## src/rtl/mem_arbiter_if.sv

```systemverilog
// Bus between the two memory requesters, the arbiter and the single-port memory.
// slave is the arbiter's view; master is the requester/memory side.
interface mem_arbiter_if #(
   parameter int ADDR_W = 8,
   parameter int DATA_W = 16
);
   logic              r0_req;
   logic [ADDR_W-1:0] r0_addr;
   logic              r0_we;
   logic [DATA_W-1:0] r0_wdata;
   logic              r0_lock;
   logic              r0_gnt;
   logic              r0_rvalid;
   logic [DATA_W-1:0] r0_rdata;

   logic              r1_req;
   logic [ADDR_W-1:0] r1_addr;
   logic              r1_we;
   logic [DATA_W-1:0] r1_wdata;
   logic              r1_lock;
   logic              r1_gnt;
   logic              r1_rvalid;
   logic [DATA_W-1:0] r1_rdata;

   logic              mem_en;
   logic              mem_we;
   logic [ADDR_W-1:0] mem_addr;
   logic [DATA_W-1:0] mem_wdata;
   logic [DATA_W-1:0] mem_rdata;

   modport slave (
      input  r0_req, r0_addr, r0_we, r0_wdata, r0_lock,
      input  r1_req, r1_addr, r1_we, r1_wdata, r1_lock,
      input  mem_rdata,
      output r0_gnt, r0_rvalid, r0_rdata,
      output r1_gnt, r1_rvalid, r1_rdata,
      output mem_en, mem_we, mem_addr, mem_wdata
   );

   modport master (
      output r0_req, r0_addr, r0_we, r0_wdata, r0_lock,
      output r1_req, r1_addr, r1_we, r1_wdata, r1_lock,
      output mem_rdata,
      input  r0_gnt, r0_rvalid, r0_rdata,
      input  r1_gnt, r1_rvalid, r1_rdata,
      input  mem_en, mem_we, mem_addr, mem_wdata
   );
endinterface

```

## src/rtl/mem_arbiter.sv

```systemverilog
// Round-robin arbiter sharing one single-port memory between instruction fetch
// (port 0) and data load/store (port 1); read data is routed back by tag.
module mem_arbiter #(
   parameter int ADDR_W = 8,
   parameter int DATA_W = 16
) (
   input  logic          clk,
   input  logic          rst,
   mem_arbiter_if.slave  bus
);
   typedef enum logic {PORT0 = 1'b0, PORT1 = 1'b1} port_t;

   port_t             prio;
   port_t             pend_tag;
   logic              pend_v;
   logic              gnt0, gnt1;
   logic              we_mux;
   logic [ADDR_W-1:0] addr_mux;
   logic [DATA_W-1:0] wdata_mux;
   logic              rvalid0, rvalid1;
   logic [DATA_W-1:0] rdata0, rdata1;

   // NOTE: every signal written here gets a default first, so no path can leave it unassigned and infer a latch.
   always_comb begin
      gnt0      = 1'b0;
      gnt1      = 1'b0;
      we_mux    = 1'b0;
      addr_mux  = '0;
      wdata_mux = '0;
      if (!rst) begin
         gnt0 = bus.r0_req & (!bus.r1_req | (prio == PORT0));
         gnt1 = bus.r1_req & (!bus.r0_req | (prio == PORT1));
      end
      if (gnt0) begin
         we_mux    = bus.r0_we;
         addr_mux  = bus.r0_addr;
         wdata_mux = bus.r0_wdata;
      end else if (gnt1) begin
         we_mux    = bus.r1_we;
         addr_mux  = bus.r1_addr;
         wdata_mux = bus.r1_wdata;
      end
   end

   assign bus.r0_gnt    = gnt0;
   assign bus.r1_gnt    = gnt1;
   assign bus.mem_en    = gnt0 | gnt1;
   assign bus.mem_we    = we_mux;
   assign bus.mem_addr  = addr_mux;
   assign bus.mem_wdata = wdata_mux;

   // NOTE: state uses non-blocking assignments so every register samples pre-edge values, whatever the statement order.
   always_ff @(posedge clk) begin
      if (rst) begin
         prio     <= PORT0;
         pend_v   <= 1'b0;
         pend_tag <= PORT0;
         rvalid0  <= 1'b0;
         rvalid1  <= 1'b0;
         rdata0   <= '0;
         rdata1   <= '0;
      end else begin
         // A locked accept keeps priority with the same port for its follow-up access.
         if (gnt0)
            prio <= bus.r0_lock ? PORT0 : PORT1;
         else if (gnt1)
            prio <= bus.r1_lock ? PORT1 : PORT0;

         pend_v   <= (gnt0 | gnt1) & !we_mux;
         pend_tag <= gnt1 ? PORT1 : PORT0;

         rvalid0 <= pend_v & (pend_tag == PORT0);
         rvalid1 <= pend_v & (pend_tag == PORT1);
         if (pend_v && pend_tag == PORT0)
            rdata0 <= bus.mem_rdata;
         if (pend_v && pend_tag == PORT1)
            rdata1 <= bus.mem_rdata;
      end
   end

   assign bus.r0_rvalid = rvalid0;
   assign bus.r1_rvalid = rvalid1;
   assign bus.r0_rdata  = rdata0;
   assign bus.r1_rdata  = rdata1;
endmodule

```

## src/flat_wrapper.sv

```systemverilog
// flat-port wrapper written by rule: the top's interface ports become plain ports
module mem_arbiter_flat 
#(
   parameter int ADDR_W = 8,
   parameter int DATA_W = 16
)
  (clk, rst, bus_r0_req, bus_r0_addr, bus_r0_we, bus_r0_wdata, bus_r0_lock, bus_r1_req, bus_r1_addr, bus_r1_we, bus_r1_wdata, bus_r1_lock, bus_mem_rdata, bus_r0_gnt, bus_r0_rvalid, bus_r0_rdata, bus_r1_gnt, bus_r1_rvalid, bus_r1_rdata, bus_mem_en, bus_mem_we, bus_mem_addr, bus_mem_wdata);
  mem_arbiter_if #(.ADDR_W(ADDR_W), .DATA_W(DATA_W)) bus_i ();
  input  logic clk;
  input  logic rst;
  input wire logic [$bits(bus_i.r0_req)-1:0] bus_r0_req;
  input wire logic [$bits(bus_i.r0_addr)-1:0] bus_r0_addr;
  input wire logic [$bits(bus_i.r0_we)-1:0] bus_r0_we;
  input wire logic [$bits(bus_i.r0_wdata)-1:0] bus_r0_wdata;
  input wire logic [$bits(bus_i.r0_lock)-1:0] bus_r0_lock;
  input wire logic [$bits(bus_i.r1_req)-1:0] bus_r1_req;
  input wire logic [$bits(bus_i.r1_addr)-1:0] bus_r1_addr;
  input wire logic [$bits(bus_i.r1_we)-1:0] bus_r1_we;
  input wire logic [$bits(bus_i.r1_wdata)-1:0] bus_r1_wdata;
  input wire logic [$bits(bus_i.r1_lock)-1:0] bus_r1_lock;
  input wire logic [$bits(bus_i.mem_rdata)-1:0] bus_mem_rdata;
  output wire logic [$bits(bus_i.r0_gnt)-1:0] bus_r0_gnt;
  output wire logic [$bits(bus_i.r0_rvalid)-1:0] bus_r0_rvalid;
  output wire logic [$bits(bus_i.r0_rdata)-1:0] bus_r0_rdata;
  output wire logic [$bits(bus_i.r1_gnt)-1:0] bus_r1_gnt;
  output wire logic [$bits(bus_i.r1_rvalid)-1:0] bus_r1_rvalid;
  output wire logic [$bits(bus_i.r1_rdata)-1:0] bus_r1_rdata;
  output wire logic [$bits(bus_i.mem_en)-1:0] bus_mem_en;
  output wire logic [$bits(bus_i.mem_we)-1:0] bus_mem_we;
  output wire logic [$bits(bus_i.mem_addr)-1:0] bus_mem_addr;
  output wire logic [$bits(bus_i.mem_wdata)-1:0] bus_mem_wdata;
  assign bus_i.r0_req = bus_r0_req;
  assign bus_i.r0_addr = bus_r0_addr;
  assign bus_i.r0_we = bus_r0_we;
  assign bus_i.r0_wdata = bus_r0_wdata;
  assign bus_i.r0_lock = bus_r0_lock;
  assign bus_i.r1_req = bus_r1_req;
  assign bus_i.r1_addr = bus_r1_addr;
  assign bus_i.r1_we = bus_r1_we;
  assign bus_i.r1_wdata = bus_r1_wdata;
  assign bus_i.r1_lock = bus_r1_lock;
  assign bus_i.mem_rdata = bus_mem_rdata;
  assign bus_r0_gnt = bus_i.r0_gnt;
  assign bus_r0_rvalid = bus_i.r0_rvalid;
  assign bus_r0_rdata = bus_i.r0_rdata;
  assign bus_r1_gnt = bus_i.r1_gnt;
  assign bus_r1_rvalid = bus_i.r1_rvalid;
  assign bus_r1_rdata = bus_i.r1_rdata;
  assign bus_mem_en = bus_i.mem_en;
  assign bus_mem_we = bus_i.mem_we;
  assign bus_mem_addr = bus_i.mem_addr;
  assign bus_mem_wdata = bus_i.mem_wdata;
  mem_arbiter #(.ADDR_W(ADDR_W), .DATA_W(DATA_W)) u_core (.clk(clk), .rst(rst), .bus(bus_i));
endmodule
```

## config.mk

```make
export PLATFORM = sky130hd
export DESIGN_NAME = mem_arbiter_flat
export DESIGN_NICKNAME = d
export VERILOG_FILES = /design/src/rtl/mem_arbiter_if.sv /design/src/rtl/mem_arbiter.sv /design/src/flat_wrapper.sv
export SDC_FILE = /design/constraint.sdc
export NUM_CORES = 1
export LEC_CHECK = 0
export CAP_MARGIN = 20
export CORE_MARGIN = 1.5
export CORE_UTILIZATION = 55
export CTS_CLUSTER_SIZE = 24
export DETAILED_ROUTE_END_ITERATION = 16
export DONT_BUFFER_PORTS = 1
export GPL_TIMING_DRIVEN = 0
export PLACE_DENSITY = 0.76
export SLEW_MARGIN = 15
export SYNTH_ARGS = -nofsm -noshare
export SYNTH_HDL_FRONTEND = slang
export SYNTH_SLANG_ARGS = --single-unit
export TNS_END_PERCENT = 5
```

## constraint.sdc

```tcl
create_clock -name clk -period 1.21 [get_ports clk]
set_clock_uncertainty 0.05 [all_clocks]
set_input_delay 0.1815 -clock clk [delete_from_list [all_inputs] [get_ports clk]]
set_output_delay 0.1815 -clock clk [all_outputs]
set_load 0.01 [all_outputs]
```

==> flow_metrics.tcl, run 1 <==
set metrics [dict create \
    status "finished with violations" \
    violations "negative setup slack" \
    hold_viol_final 0 \
    path_buf_inv 1 \
    max_freq_mhz 627 \
    clockRootBuffer "clkbuf_4" \
    vias_per_cell 5.83 \
    path_cells "nand2b_4, buf_8, a32oi_1, nor2_2" \
    grt_pass1_wl_um 7060 \
    vdd_drop_max_mv 0.650 \
    antenna_left 0 \
    tightest_slew_ns 0.575 \
    drtIter0Drc 66 \
    cts_buffers 5 \
    die_h_um 60.1 \
    start_util_pct 58.3 \
    area_delta_synth_final_pct 24.5 \
    core_sq_um 3080 \
    fillers 271 \
    utilization_pct 72.6 \
    syn_inst 230 \
    postSynthAreaPerCell_sq_um 7.80 \
    firstDrtPassIters 4 \
    grt_max_degree 12 \
    ys_ff_latch 37 \
    multi_input_area_sq_um 967 \
    finalWorstSetupSlack_ns -0.386 \
    place_hpwl_um 3540 \
    tritoncts "built" \
    whs_ns 0.0160 \
    synthesis.area_sq_um 1790 \
    post-route-period-util_pct 132 \
    cp_max_fo 10 \
    final.setup.tns_ns -9.51 \
    slew_viol_final 0 \
    h-tree-depth 2 \
    cp-start-kind "flip-flop" \
    drc 0 \
    antenna_cells 0 \
    portBuffers 0 \
    setup_violations 27 \
    rows 20 \
    path_class "reg2out" \
    clk_pin_slew_ns 0.10 \
    dieArea_sq_um 3610 \
    final_nets 331 \
    synth_area_leaders "dfxtp_1, nand2_1, a32oi_1, a21oi_1, nor2_1" \
    cp_slowest_cell "dfxtp_4" \
    grt_pass1_vias 1526 \
    maxCapViolations 0 \
    cp.required_ns 0.98 \
    final_cell_mix "nand2_1, dfxtp_1, a21oi_1" \
    clock_path_buffers 2 \
    antenna_found_initial 0 \
    end_kind "primary output" \
    wl_per_cell_um 16.5 \
    ys_seq_area_share_pct 41.3 \
    cp_data_arrival_time_ns 1.36 \
    final_common_cell "nand2_1" \
    track_usage_pct 26.4 \
    power_density_nw_per_um2 1100 \
    die_w_um 60.1 \
    drive_above_1_share_pct 23.2 \
    hold_class "in2reg" \
    relSlewSlack_pct 61.7 \
    place_congestion 0.811 \
    seqCellArea_sq_um 752 \
    netlist.area_leader.share_pct 41.3 \
    critPathTopFamily "flip-flops" \
    period_minus_slack_ns 1.60 \
    yosys_warnings 0 \
    synth_fp_nets 302 \
    cts_sinks 37 \
    insertion_delay_ns 0.34 \
    yosys.area.top_type "dfxtp_1" \
    grt-ovfl-total 0 \
    via_count 1765 \
    ys_types 24 \
    wl_um 4990 \
    max_stage_delay_ns 0.37 \
    leakage_nw 0.785 \
    post-place-ws_ns -0.112 \
    rsz0062_at_grt "yes" \
    io_pins 134 \
]
[kinds of logic after synthesis]
kind of cell           Yosys count  synth area share [%]
and+or+nand+nor                107                  25.0
AOI/OAI and AO/OA               62                  24.7
DFF                             37                  41.3
buffers and inverters           24                  9.07
[layer usage]
layer	share of wire (%)	vias up	routed length [um]	GRT usage [%]
met5	0	-	0	0
met2	53	80	2670	47.4
met1	37	820	1830	28.4
li1	-	851	-	-
met3	6.8	14	339	8.01
met4	3.1	0	156	11.1
[flip-flops by register name, indices dropped and copies added (netlist names)]
name                  count
u_core.bus.r1_rdata      16
u_core.prio               1
u_core.bus.r1_rvalid      1
u_core.bus.r0_rdata      16
u_core.pend_tag           1
u_core.pend_v             1
u_core.bus.r0_rvalid      1
[metrics by stage]
| step | total power [mW] | instance area (sq um) | instances |
|---|---|---|---|
| 2_1_floorplan | 1.64 | 1800 | 230 |
| 3_3_place_gp | 1.70 | 1860 | 274 |
| 3_5_place_dp | 1.71 | 1860 | 274 |
| 4_1_cts | 2.45 | 2160 | 303 |
| 5_1_grt | 2.57 | 2230 | 303 |
| 6_report | 2.47 | 2230 | 303 |
[cell usage after synthesis]
cell,instances
a211o_1,1
a21boi_4,1
a21oi_1,28
a21oi_2,5
a22oi_1,1
a32oi_1,25
and2_1,1
and3b_1,1
buf_1,2
buf_2,5
buf_4,3
buf_6,7
clkbuf_1,4
clkbuf_2,2
dfxtp_1,37
inv_1,1
nand2_1,68
nand2b_1,3
nand3b_4,1
nor2_1,29
nor2b_1,2
nor3_2,1
nor3b_1,1
o21ai_1,1
[tightest hold or removal path: cells and delay by family]
family | cells | cell delay [ns]
and+or+nand+nor | 1 | 0.09
buffers and inverters | 1 | 0.03
AOI/OAI and AO/OA | 1 | 0.07
[final timing paths]
kind	endpoint	from	slack, ns	cells past startpoint
worst max-delay path	bus_mem_addr[0]	u_core.prio	-0.39	4
worst min-delay path	u_core.prio	bus_r0_lock	0.02	3
worst max register to register	u_core.bus.r1_rdata[12]	u_core.pend_tag	0.07	5
worst min register to register	u_core.bus.r0_rvalid	u_core.pend_tag	0.42	1
[report_power, final]
| group | switching [mW] | internal, mW | total, mW |
|---|---|---|---|
| sequential | 0.0468 | 1.26 | 1.30 |
| combinational | 0.271 | 0.219 | 0.490 |
| clock | 0.403 | 0.272 | 0.676 |
| total | 0.721 | 1.75 | 2.47 |
[what timing repair did]
item                                    4_1_cts  5_1_grt
gates resized for setup                       9       26
buffers inserted                              4        0
hold buffers                                 18        0
endpoints found under the hold margin        33        0
endpoints found under the setup margin       37       48
pin swaps                                     7        7
cloned                                        1        0
[area by class of cell]
class	instances	share of cell area, %
Inverter	1	0.168
Clock inverter	1	0.336
Multi-Input combinational cell	169	43.3
Buffer	22	7.50
Clock buffer	6	2.30
Sequential cell	37	33.7
Tap cell	44	2.46
Timing Repair Buffer	23	10.3
Note: power is estimated with default switching activity, not from simulation.
==> inputs of run 2 (changes only) <==
CORE_MARGIN = unset   (was 1.5)
==> run 2 against run 1 <==
- the run still ends with negative setup slack left
- power up 0.51%
- routed wire length down 0.64%
- sequential share of layout area up 0.27 points
- global-route usage up 1.8 points
- final cell count up 0.99%
- setup slack worse by 0.012 ns
- final area down 1.1%
- hold slack better by 0.0056 ns
- register-to-register slack about the same
- largest cell class unchanged
- non-clock buffer count up 1
==> flow_metrics.tcl, run 2 (synthesized netlist as in run 1, its figures left out) <==
set metrics [dict create \
    hold_class "in2reg" \
    cp-start-kind "flip-flop" \
    setup_violations 27 \
    max_freq_mhz 622 \
    cp.required_ns 0.98 \
    grt_max_degree 13 \
    drive_above_1_share_pct 21.4 \
    cp_max_fo 5 \
    grt_pass1_wl_um 7250 \
    drc 0 \
    final_common_cell "nand2_1" \
    final_area_sq_um 2210 \
    antenna_left 0 \
    dieArea_sq_um 3490 \
    antenna_found_initial 0 \
    r2r_start "u_core.pend_tag" \
    switching_share_pct 29.4 \
    combPwrFrac_pct 19.3 \
    path_class "reg2out" \
    grt-ovfl-total 0 \
    wl_um 4960 \
    cts_sinks 37 \
    cp_data_arrival_time_ns 1.38 \
    h-tree-depth 2 \
    leakage_nw 0.790 \
    start_util_pct 58.3 \
    final_cell_mix "nand2_1, dfxtp_1, a21oi_1" \
    vdd_drop_max_mv 0.687 \
    period_minus_slack_ns 1.61 \
    violations "negative setup slack" \
    dpl_cell_area_sq_um 1860 \
    drtIter0Drc 99 \
    tritoncts "built" \
    clock_path_buffers 2 \
    die_w_um 59.1 \
    die_h_um 59.1 \
    core_sq_um 3080 \
    finalPower_mw 2.48 \
    min_from "bus_r0_lock" \
    vias_per_cell 5.89 \
    end_kind "primary output" \
    p_switching_mw 0.730 \
    finalWorstSetupSlack_ns -0.398 \
    pwr-share-clk_pct 28.2 \
    p_int_mw 1.75 \
    tightest_slew_ns 0.545 \
    seqPwrFrac_pct 52.6 \
    portBuffers 0 \
    rsz0062_at_grt "yes" \
    status "finished with violations" \
    clockRootBuffer "clkbuf_4" \
    via_count 1801 \
    antenna_cells 0 \
    rows 20 \
    clk_pin_slew_ns 0.11 \
    place_hpwl_um 3460 \
    startpoint "u_core.prio" \
    layoutNonFillerInstCount 306 \
    cts_buffers 5 \
    insertion_delay_ns 0.34 \
    io_pins 134 \
    firstDrtPassIters 4 \
    final_nets 333 \
    slew_viol_final 0 \
    area_delta_synth_final_pct 23.2 \
    grt_pass1_vias 1513 \
    hold_viol_final 0 \
    power_density_nw_per_um2 1120 \
    post-route-period-util_pct 133 \
    track_usage_pct 28.2 \
    relSlewSlack_pct 63.7 \
    dp.cells 274 \
    maxCapViolations 0 \
    place_congestion 0.724 \
    wl_per_cell_um 16.2 \
]
## run 2: cell types whose count changed in the layout (fill, tap and decap cells not counted), sizes merged
| cell | change |
|---|---|
| clkinv | +2 |
| clkinvlp | -1 |
| clkbuf | +1 |
| nand2b | +1 |
## run 2: what timing repair did
item | in CTS | in global routing
pin swaps | 7 | 2
endpoints found under the setup margin | 33 | 46
resized for setup | 10 | 15
buffers inserted | 5 | 0
hold endpoints to repair | 33 | 0
hold buffers | 18 | 0
cloned | 2 | 0
## run 2: metal layers
metal	GRT usage, %	wire length [um]	up-vias
li1	-	-	862
met1	31.5	1840	826
met2	51.6	2610	99
met3	7.86	370	14
met4	8.50	133	0
met5	0	0	-
## run 2: layout make-up
type	instances	area [sq um]
tap	44	55.1
clock inverter	2	13.8
multi-input combinational	170	947
inverter	1	3.75
clock buffer	6	51.3
buffer	22	164
fill	270	868
sequential	37	749
timing repair buffer	24	225
## run 2: final timing paths
path | to | slack, ns | cells past startpoint
worst max-delay path | bus_mem_wdata[10] | -0.40 | 4
worst min-delay path | u_core.prio | 0.02 | 3
worst max register to register | u_core.bus.r0_rdata[3] | 0.07 | 5
worst min register to register | u_core.bus.r0_rvalid | 0.42 | 1
## run 2: critical path, stage by stage, from the launching register on
cell and delay (ns):
dfxtp_4 0.38, nand2b_4 0.17, buf_4 0.16, a32oi_1 0.23, nor2_2 0.09
## run 2: stage by stage
step           setup TNS (ns)  hold WS [ns]  setup WS, ns  util [%]
2_1_floorplan         -0.0363         0.267       -0.0162         -
3_3_place_gp            -1.43         0.269        -0.105      60.4
3_5_place_dp            -1.63         0.273        -0.117      60.4
4_1_cts                 -9.47        0.0125        -0.384      70.6
5_1_grt                -11.44        0.0214        -0.461      71.8
6_report                -9.45        0.0215        -0.398      71.8
## run 2: power groups by stage
stage / Clock, mW / Sequential (mW) / Combinational [mW]
2_1_floorplan: 0 / 1.32 / 0.316
3_3_place_gp: 0 / 1.33 / 0.367
3_5_place_dp: 0 / 1.33 / 0.371
4_1_cts: 0.712 / 1.31 / 0.460
5_1_grt: 0.763 / 1.31 / 0.518
6_report: 0.699 / 1.30 / 0.478
